===== config.mk =====
export PLATFORM = sky130hd
export DESIGN_NAME = parity_frame_ctrl_flat
export DESIGN_NICKNAME = d
export VERILOG_FILES = /design/src/rtl/parity_frame_ctrl_pkg.sv /design/src/rtl/parity_frame_ctrl_if.sv /design/src/rtl/parity_frame_ctrl_nibble_parity.sv /design/src/rtl/parity_frame_ctrl.sv /design/src/flat_wrapper.sv
export SDC_FILE = /design/constraint.sdc
export NUM_CORES = 1
export LEC_CHECK = 0
export ABC_AREA = 1
export ABC_CLOCK_PERIOD_IN_PS = 3600
export CAP_MARGIN = 20
export CORE_MARGIN = 3
export CORE_UTILIZATION = 47
export CTS_CLUSTER_DIAMETER = 100
export DETAILED_ROUTE_END_ITERATION = 7
export PLACE_DENSITY_LB_ADDON = 0.1
export SYNTH_ARGS = -nofsm -noshare
export SYNTH_HDL_FRONTEND = slang
export SYNTH_SLANG_ARGS = --single-unit

===== constraint.sdc =====
create_clock -name clk -period 3.6 [get_ports clk]
set_clock_uncertainty 0.1 [all_clocks]
set_input_delay 0.36 -clock clk [delete_from_list [all_inputs] [get_ports clk]]
set_output_delay 0.36 -clock clk [all_outputs]
set_load 0.01 [all_outputs]

===== src/rtl/parity_frame_ctrl_pkg.sv =====
// Shared types for the parity frame controller: FSM state encoding and default width.
package parity_pkg;

  localparam int LEN_W_DEF = 4;

  typedef enum logic [1:0] {
    IDLE = 2'd0,
    RUN  = 2'd1,
    OUT  = 2'd2
  } state_e;

endpackage


===== src/rtl/parity_frame_ctrl_if.sv =====
// Frame control, nibble input and parity result signals of the parity frame controller.
interface parity_frame_ctrl_if import parity_pkg::*; #(
  parameter int LEN_W = LEN_W_DEF
) ();

  logic             start;
  logic [LEN_W-1:0] len;
  logic             odd;
  logic             abort;
  logic             in_valid;
  logic             in_ready;
  logic [3:0]       in_data;
  logic             out_valid;
  logic             out_ready;
  logic             parity;
  logic             busy;
  logic [LEN_W-1:0] count;

  modport master (
    output start, len, odd, abort, in_valid, in_data, out_ready,
    input  in_ready, out_valid, parity, busy, count
  );

  modport slave (
    input  start, len, odd, abort, in_valid, in_data, out_ready,
    output in_ready, out_valid, parity, busy, count
  );

endinterface


===== src/rtl/parity_frame_ctrl_nibble_parity.sv =====
// Combinational XOR reduction of one 4-bit nibble.
module nibble_parity (
  input  logic [3:0] nib,
  output logic       par
);

  assign par = ^nib;

endmodule


===== src/rtl/parity_frame_ctrl.sv =====
// Accumulates parity over a frame of len nibbles and presents one result (even/odd mode).
// Result appears the cycle after the last accept; abort returns to IDLE from any busy state.
module parity_frame_ctrl import parity_pkg::*; #(
  parameter int LEN_W = LEN_W_DEF
) (
  input  logic                clk,
  input  logic                reset,
  parity_frame_ctrl_if.slave  bus
);

  state_e           state_q, state_d;
  logic             acc_q, acc_d;
  logic             odd_q, odd_d;
  logic [LEN_W-1:0] len_q, len_d;
  logic [LEN_W-1:0] cnt_q, cnt_d;
  logic [LEN_W-1:0] cnt_inc;
  logic             nib_par;
  logic             accept;

  nibble_parity u_nibble_parity (
    .nib (bus.in_data),
    .par (nib_par)
  );

  assign cnt_inc = cnt_q + LEN_W'(1);

  // Abort masks both handshakes so nothing is transferred in the cancel cycle.
  always_comb begin
    bus.in_ready  = (state_q == RUN) && !bus.abort;
    bus.out_valid = (state_q == OUT) && !bus.abort;
    bus.parity    = (state_q == OUT) ? (acc_q ^ odd_q) : 1'b0;
    bus.busy      = (state_q != IDLE);
    bus.count     = cnt_q;
  end

  assign accept = bus.in_valid && bus.in_ready;

  always_comb begin
    state_d = state_q;
    acc_d   = acc_q;
    odd_d   = odd_q;
    len_d   = len_q;
    cnt_d   = cnt_q;
    case (state_q)
      IDLE: begin
        if (bus.start) begin
          odd_d = bus.odd;
          acc_d = 1'b0;
          cnt_d = '0;
          if (bus.len != '0) begin
            len_d   = bus.len;
            state_d = RUN;
          end else begin
            state_d = OUT;
          end
        end
      end
      RUN: begin
        if (bus.abort) begin
          state_d = IDLE;
        end else if (accept) begin
          acc_d = acc_q ^ nib_par;
          cnt_d = cnt_inc;
          if (cnt_inc == len_q) begin
            state_d = OUT;
          end
        end
      end
      OUT: begin
        if (bus.abort || bus.out_ready) begin
          state_d = IDLE;
        end
      end
      default: state_d = IDLE;
    endcase
  end

  always_ff @(posedge clk) begin
    if (reset) begin
      state_q <= IDLE;
      acc_q   <= 1'b0;
      odd_q   <= 1'b0;
      len_q   <= '0;
      cnt_q   <= '0;
    end else begin
      state_q <= state_d;
      acc_q   <= acc_d;
      odd_q   <= odd_d;
      len_q   <= len_d;
      cnt_q   <= cnt_d;
    end
  end

endmodule


===== src/flat_wrapper.sv =====
// flat-port wrapper written by rule: the top's interface ports become plain ports
module parity_frame_ctrl_flat import parity_pkg::*;
#(
  parameter int LEN_W = LEN_W_DEF
)
  (clk, reset, bus_start, bus_len, bus_odd, bus_abort, bus_in_valid, bus_in_data, bus_out_ready, bus_in_ready, bus_out_valid, bus_parity, bus_busy, bus_count);
  parity_frame_ctrl_if #(.LEN_W(LEN_W)) bus_i ();
  input  logic clk;
  input  logic reset;
  input wire logic [$bits(bus_i.start)-1:0] bus_start;
  input wire logic [$bits(bus_i.len)-1:0] bus_len;
  input wire logic [$bits(bus_i.odd)-1:0] bus_odd;
  input wire logic [$bits(bus_i.abort)-1:0] bus_abort;
  input wire logic [$bits(bus_i.in_valid)-1:0] bus_in_valid;
  input wire logic [$bits(bus_i.in_data)-1:0] bus_in_data;
  input wire logic [$bits(bus_i.out_ready)-1:0] bus_out_ready;
  output wire logic [$bits(bus_i.in_ready)-1:0] bus_in_ready;
  output wire logic [$bits(bus_i.out_valid)-1:0] bus_out_valid;
  output wire logic [$bits(bus_i.parity)-1:0] bus_parity;
  output wire logic [$bits(bus_i.busy)-1:0] bus_busy;
  output wire logic [$bits(bus_i.count)-1:0] bus_count;
  assign bus_i.start = bus_start;
  assign bus_i.len = bus_len;
  assign bus_i.odd = bus_odd;
  assign bus_i.abort = bus_abort;
  assign bus_i.in_valid = bus_in_valid;
  assign bus_i.in_data = bus_in_data;
  assign bus_i.out_ready = bus_out_ready;
  assign bus_in_ready = bus_i.in_ready;
  assign bus_out_valid = bus_i.out_valid;
  assign bus_parity = bus_i.parity;
  assign bus_busy = bus_i.busy;
  assign bus_count = bus_i.count;
  parity_frame_ctrl #(.LEN_W(LEN_W)) u_core (.clk(clk), .reset(reset), .bus(bus_i));
endmodule

## Yosys cells after proc, flatten, opt, wreduce, memory -nomap -nowiden

Index checks and enable logic that the tools add are counted.

| operators by class | value |
|---|---|
| reductions and logical operators | 14 |
| $add $sub $neg | 1 |
| bitwise logic cells | 2 |
| multiplexer cells | 16 |
| eq/ne operators | 9 |

Operators with widths:

| cell | number |
|---|---|
| $mux 2 | 6 |
| $mux 4 | 3 |
| $pmux 4 s2 | 1 |
| $reduce_and 4->1 | 2 |
| $ne 2x2->1 const B | 3 |
| $pmux 2 s3 | 1 |
| $add 4x1->4 const B | 1 |
| $eq 4x4->1 | 1 |
| $mux 1 | 4 |
| $reduce_bool 2->1 | 2 |
| $reduce_bool 4->1 | 1 |
| $reduce_xor 4->1 | 1 |
| $logic_and 1x1->1 | 3 |
| $ne 3x2->1 const B | 1 |
| $ne 3x3->1 const B | 1 |
| $reduce_and 3->1 | 1 |
| $eq 2x1->1 const B | 1 |
| $eq 2x2->1 const B | 1 |
| $logic_not 2->1 | 1 |
| $ne 2x1->1 const B | 1 |
| $pmux 1 s2 | 1 |
| $reduce_and 2->1 | 1 |
| $xor 1x1->1 | 2 |
| $logic_not 1->1 | 1 |
| $logic_or 1x1->1 | 1 |

| word-level totals | value |
|---|---|
| register bits after elaboration | 12 |
| logic and storage cells | 47 |
| bits of input ports | 15 |

## Depth between registers and ports, before layout

Gate-level depths: netlist of run 1.

| depth | value |
|---|---|
| depth in word-level cells | 6 |
| mapped depth | 10 |
| mapped depth without buffers | 10 |

## Cells and area by module

A second synthesis of run 1 with hierarchy kept.

| second synthesis, totals | value |
|---|---|
| cells, all modules | 125 |
| area, all modules | 772.0 um2 |

Modules (own cells, without submodules):

| module | area an instance (um2) | sequential area each (um2) | times used | cells each |
|---|---|---|---|---|
| parity_frame_ctrl | 698.2 | 240.2 | 1 | 106 |
| nibble_parity | 73.8 | 0.0 | 1 | 19 |

## Worst setup path before layout of run 1

No wires, ideal clock.

| timing | value |
|---|---|
| path type | reg-to-reg |
| start point | reg u_core.cnt_q[0] (netlist: u_core.bus.count[0]) |
| end point | reg u_core.state_q[0] |
| setup time | 0.119 ns |
| data required time | 3.381 ns |
| path slack | 2.135 ns |
| path buffers | 0 |
| cell stages (with the launch flop) | 10 |
| data arrival time | 1.247 ns |
| path through | dfxtp_1 ha_1 inv_1 nor2_1 nor2_1 nand3_1 nor2_2 nand2_1 nand2_1 a21oi_2 |

| on the way | value |
|---|---|
| cells in the longest elaborated chain, start to end | 4 |

Ends and longest elaborated chain:

| element | RTL line | RTL |
|---|---|---|
| start, declared | parity_frame_ctrl.sv:15 | `logic [LEN_W-1:0] cnt_q, cnt_d;` |
| start signal, assigned | parity_frame_ctrl.sv:90 | `cnt_q <= cnt_d;` |
| $add 4x1->4 | parity_frame_ctrl.sv:25 | `assign cnt_inc = cnt_q + LEN_W'(1);` |
| $eq 4x4->1 | parity_frame_ctrl.sv:64 | `if (cnt_inc == len_q) begin` |
| $ne 3x3->1 (no source line) | -- |  |
| $reduce_and 4->1 (no source line) | -- |  |
| end signal, assigned | parity_frame_ctrl.sv:86 | `state_q <= state_d;` |
| end, declared | parity_frame_ctrl.sv:11 | `state_e state_q, state_d;` |

No other way between the ends.
A chain may end at the register's enable or synchronous reset.

## Worst setup path in the final report of run 1

| timing | value |
|---|---|
| start point | in bus_abort |
| end point | out bus_out_valid |

| on the way | value |
|---|---|
| cells in the longest elaborated chain, start to end | 2 |

Ends and longest elaborated chain:

| element | RTL line | RTL |
|---|---|---|
| start, declared | flat_wrapper.sv:13 | `input wire logic [$bits(bus_i.abort)-1:0] bus_abort;` |
| $logic_not 1->1 | parity_frame_ctrl.sv:30 | `bus.out_valid = (state_q == OUT) && !bus.abort;` |
| $logic_and 1x1->1 | parity_frame_ctrl.sv:30 |  |
| end, declared | flat_wrapper.sv:18 | `output wire logic [$bits(bus_i.out_valid)-1:0] bus_out_valid;` |

No other way between the ends.

==> summary.txt, run 1 <==
Run status
  • Status: complete, no violations

Critical path
  • Crit path capture type: output pin
  • Crit Path Max Fanout: 3
  • CP required: ~3100 ps
  • CP arrival: roughly 1600 ps
  • R2R cell count: 10
  • Crit Path Class: in -> out
  • Startpoint types: input port

Global routing
  • Vias in the first global route: ~760
  • Global-route wire length before repair: 2970 µm
  • Tot GR Track Use: 0.198
  • Antenna violations before repair: 0
  • Total grt overflow: 0
  • Maximum number of pins on one net before global-route repair: 10

Drt
  • Final wirelength: 1650 µm
  • Antenna-violating nets left: 0
  • DRT iter0 DRCs: 22
  • 1st-pass router iterations: 4
  • Total vias in the final route: 771
  • DR vias/cell: 4.97
  • Routed wire per std cell: 10.7 µm
  • # DRC: 0

Finish
  • Layout cell share with drive strength beyond 1: 0.0929
  • # fillers: between 100 and 150
  • Layout area overhead: 38.7%
  • Most common cell after layout, fill and taps aside: nand2_1
  • Most frequent cells in the layout: nand2_1, clkdlybuf4s50_1, nor2_1
  • Util after Layout: 0.722
  • Nets: 157
  • N_diodes: 0

Synthesis
  • Post-Syn Nets: 130
  • Post-Syn Area: roughly 700 µm²
  • Combinational family with the most area after synthesis: simple AND/OR/NAND/NOR gates
  • Average size of a mapped cell: 6.23 µm²
  • Netlist cell types: 16
  • Cells after Synth: roughly 110
  • Seq cells post-synth: 12
  • Synth Warn #: 0
  • Post-synthesis compound-gate area fraction: 0.116
  • Post-synthesis sequential area ratio: 0.338
  • Synth Area in XOR/XNOR: 0.0493
  • Simple-gate share of the synthesized area: 0.379
  • Multiplexer share of the synthesized area: 0
  • Post-synthesis adder-cell area fraction: 0.0176

STA
  • Period utilization: 0.560
  • Final Hold Viols: 0
  • Max-slew violations: 0
  • Setup TNS: 0 ps
  • Setup violations, final: 0
  • Slew @ Worst Pin: 320 ps
  • RSZ-0062 raised after global routing: no
  • Min Tclk post-route: 2020 ps
  • Fmax: 496 MHz
  • Slew headroom: 0.787

CTS
  • Clock transition at path regs: about 80 ps
  • Total CTS buffers: 3
  • Root buf cell: clkbuf_4
  • Post-CTS setup buffer count: 0
  • Post_cts resized: 0
  • Clock Path Buffers: 2
  • Clk_lat worst skew: about 270 ps
  • Max H-tree Level: 1
  • Hold_buf cts: 0
  • CTS tree: yes
  • # clock sinks: 12

Die
  • Die Y: approximately 45 µm
  • Die ar.: 2010 µm²
  • Cell Rows: 13
  • Num ports: 23
  • Core Region: 1370 µm²
  • DIE WIDTH: 44.9 µm
  • Initial Utilization: 0.520

Pwr
  • Pwr Density: 357 nW/µm²
  • Max IR drop VDD: 247 µV
  • Leakage power: 0.436 nW
  • Final Power: about 0.35 mW

Placed design
  • GPL Wtd Cong: about 0.77
  • HPWL after detailed placement: 1310 µm
  • Port bufs: 22

Min path
  • Worst min path class: reg -> reg
  • Hold Path Depth: 2

Flow run
  • Max Cap Violations: 0
[power by group]
| group | switching, mW | total (mW) | internal, mW |
|---|---|---|---|
| logic | 0.0470 | 0.0909 | 0.0439 |
| registers | 0.00771 | 0.151 | 0.143 |
| clock network | 0.0490 | 0.110 | 0.0615 |
| total | 0.104 | 0.352 | 0.249 |
[synth_stat cells, drive strengths merged]
cell | instances | share of area
nand2 | 27 | 0.15
nor2 | 24 | 0.14
inv | 19 | 0.10
dfxtp | 12 | 0.34
nand3 | 9 | 0.063
o21ai | 8 | 0.056
a21oi | 7 | 0.060
xnor2 | 3 | 0.037
nand4 | 2 | 0.018
ha | 1 | 0.018
nand3b | 1 | 0.011
xor2 | 1 | 0.012
[registers in the layout (all words and copies together), names as in the netlist]
register and flops:
u_core.bus.count 4, u_core.odd_q 1, u_core.state_q 2, u_core.acc_q 1
u_core.len_q 4
[through the flow]
stage	worst slack [ps]	cells	hold WS, ps	area, µm²
after global routing	1520	155	429	986
after CTS	1580	155	387	986
final	1580	155	386	986
after global placement	1610	151	361	950
after detailed placement	1580	151	375	950
after floorplan	2130	114	322	711
[layer usage]
metal | vias up | routed length (µm) | global-route usage
met3 | 2 | 97 | 0.0359
met2 | 29 | 767 | 0.324
li1 | 410 | - | -
met5 | - | 0 | 0
met1 | 330 | 773 | 0.248
met4 | 0 | 12 | 0.0994
[critical path: stages]
cell             delay (ps)
clkdlybuf4s50_1         460
nor2_2                  170
clkdlybuf4s50_1         560
[cells by family (layout without fill, tap and decap cells)]
| group | count (synthesis) | in the layout |
|---|---|---|
| AO/OA/AOI/OAI | 15 | 15 |
| AND/OR/NAND/NOR | 63 | 63 |
| buffers and inverters | 19 | 45 |
| adder cells (fa/ha/maj) | 1 | 1 |
| flip-flops | 12 | 12 |
| XOR/XNOR | 4 | 4 |
[area by class of cell]
cell class | count | area, µm² | area share
Timing Repair Buffer | 22 | 220 | 0.223
Inverter | 19 | 71.3 | 0.0723
Clock buffer | 4 | 36.3 | 0.0368
Tap cell | 15 | 18.8 | 0.0190
Sequential cell | 12 | 240 | 0.244
Multi-Input combinational cell | 83 | 399 | 0.405
[path summary, 6_finish.rpt]
check,end,startpoint,slack (ps)
worst max register to register,u_core.state_q[1]$_SDFFE_PP0P_,u_core.bus.count[0]$_SDFFE_PP0P_,2000
worst min register to register,u_core.len_q[3]$_SDFFE_PP0P_,u_core.len_q[3]$_SDFFE_PP0P_,390
worst max-delay path,bus_out_valid,bus_abort,1580
worst min-delay path,u_core.len_q[3]$_SDFFE_PP0P_,u_core.len_q[3]$_SDFFE_PP0P_,390
(Power assumes the default switching activity.)
==> inputs of run 2 (changes only) <==
Settings changed: ABC_CLOCK_PERIOD_IN_PS 3600 to 2090, CORE_UTILIZATION 47 to 44.
Clock period 3.6 ns to 2.09 ns, I/O delays scaled along.
==> summary.txt, run 2 (synthesis results as in run 1) <==
Drt
  • DRT iter0 DRCs: 18 (-18%)
  • Final wirelength: 1620 µm (-1.9%)
  • Antenna-violating nets left: 0 (unchanged)
  • # DRC: 0 (unchanged)
  • DR vias/cell: 4.77 (-4.1%)
  • WL met1: 784 µm (+1.4%)
  • Total vias in the final route: 744 (-3.5%)
  • Routed wire per std cell: 10.4 µm (-2.5%)
  • Top layer in use: met4
  • Routed length on met2: 720 µm (-6.1%)
  • 1st-pass router iterations: 4 (unchanged)
  • WL met3: 93 µm (-4.1%)

CTS
  • Clk_lat worst skew: 280 ps (about the same)
  • Hold_buf cts: 0 (unchanged)
  • Total CTS buffers: 3 (unchanged)
  • Post-CTS setup buffer count: 0 (unchanged)
  • Post_cts resized: 0 (unchanged)
  • # clock sinks: 12 (unchanged)
  • Clock Path Buffers: 2 (unchanged)
  • Root buf cell: clkbuf_4
  • CTS tree: yes
  • Max H-tree Level: 1 (unchanged)
  • Clock transition at path regs: 90 ps (about the same)

Global routing
  • Tot GR Track Use: 0.174 (-0.0243)
  • Vias in the first global route: 678 (-11%)
  • Global-route wire length before repair: 2690 µm (-9.5%)
  • Antenna violations before repair: 0 (unchanged)
  • Total grt overflow: 0 (unchanged)
  • Maximum number of pins on one net before global-route repair: 9 (-1)

Finish
  • Register area: 240 µm² (unchanged)
  • Multi-input gate area: 399 µm² (unchanged)
  • Most frequent cells in the layout: nand2_1, clkdlybuf4s50_1, nor2_1
  • Layout cell share with drive strength beyond 1: 0.0993 (+0.00643)
  • Nets: 158 (+0.64%)
  • Most common cell after layout, fill and taps aside: nand2_1
  • # fillers: 125 (-8.8%)
  • Util after Layout: 0.710 (-0.0114)
  • Layout area overhead: 39.8%
  • N_diodes: 0 (unchanged)

STA
  • Fmax: about 570 MHz
  • Min Tclk post-route: around 1700 ps
  • Period utilization: 0.835
  • Setup TNS: 0 ps (unchanged)
  • Min Hold Slack: 378 ps (-8.04 ps)
  • Final Hold Viols: 0 (unchanged)
  • RSZ-0062 raised after global routing: no
  • Setup violations, final: 0 (unchanged)
  • Slew headroom: 0.834 (+0.0471)
  • Max-slew violations: 0 (unchanged)
  • Slew @ Worst Pin: 249 ps (-71.0 ps)

Placed design
  • HPWL after detailed placement: 1320 µm (+0.31%)
  • Port bufs: 22 (unchanged)
  • GPL Wtd Cong: 0.772 (-0.34%)

Pwr
  • Max IR drop VDD: 397 µV (+61%)
  • Final Power: 0.611 mW (+74%)
  • Pwr Density: 615 nW/µm² (+72%)
  • Leakage power: 0.442 nW (+1.2%)

Critical path
  • CP max-delay cell: clkdlybuf4s50_1
  • CP required: 1780 ps (-1360 ps)
  • Worst path cell trace: inv_2, nand2_1, nor2_2, clkdlybuf4s50_1
  • Crit Path Max Fanout: 2 (-1)
  • Crit path capture type: output pin
  • Crit Path Class: reg -> out
  • CP arrival: 1440 ps (-120 ps)
  • Startpoint types: register
  • Worst setup path start: u_core.state_q[0]$_SDFFE_PP0P_
  • Crit-path max cell delay: 560 ps (about the same)
  • Worst R2R Start: u_core.bus.count[1]$_SDFFE_PP0P_

Die
  • Num ports: 23 (unchanged)
  • Initial Utilization: 0.508 (-0.0121)
  • Die Y: 46.2 µm (+2.9%)
  • Cell Rows: 13 (unchanged)
  • Core Region: 1400 µm² (+2.4%)
  • Die ar.: 2130 µm² (+5.9%)
  • DIE WIDTH: 46.2 µm (+2.9%)

Min path
  • Hold_sp: u_core.len_q[3]$_SDFFE_PP0P_
  • Worst min path class: reg -> reg

Flow run
  • Max Cap Violations: 0 (unchanged)

Run status
  • Status: complete, no violations
## run 2: cell count changes in the layout (fill, tap and decap cells not counted)
cell	before	now
buf_4	0	1
## run 2: final cells by class
type / count / area share
multi-input combinational: 83 / 0.402
timing repair buffer: 23 / 0.229
inverter: 19 / 0.0718
clock buffer: 4 / 0.0365
sequential: 12 / 0.242
tap: 15 / 0.0189
## run 2: stage by stage
step,instance area (µm²),cells,setup WS (ps)
after floorplan,711,114,625
after global placement,957,152,400
after detailed placement,957,152,388
after CTS,993,156,332
after global routing,993,156,263
final,993,156,345
## run 2: routing by layer
layer  vias to the layer above  track usage
li1                        410            -
met1                       310        0.227
met2                        19        0.275
met3                         5       0.0352
met4                         0       0.0682
met5                         -            0
## run 2: path summary, 6_finish.rpt
kind	cells after the start	to	slack, ps
setup / recovery	4	bus_out_valid	340
hold / removal	2	u_core.len_q[3]$_SDFFE_PP0P_	380
setup reg to reg	10	u_core.state_q[1]$_SDFFE_PP0P_	570
hold reg to reg	2	u_core.len_q[3]$_SDFFE_PP0P_	380
## run 2: critical path, delay by kind of cell (launching register included)
family | cells | cell delay (ps)
flops | 1 | 330
simple gates | 2 | 210
buf+inv | 2 | 620
## run 2: power breakdown
group | switching, mW | total, mW | internal (mW)
clock network | 0.0880 | 0.194 | 0.106
logic | 0.0823 | 0.159 | 0.0766
registers | 0.0116 | 0.259 | 0.247
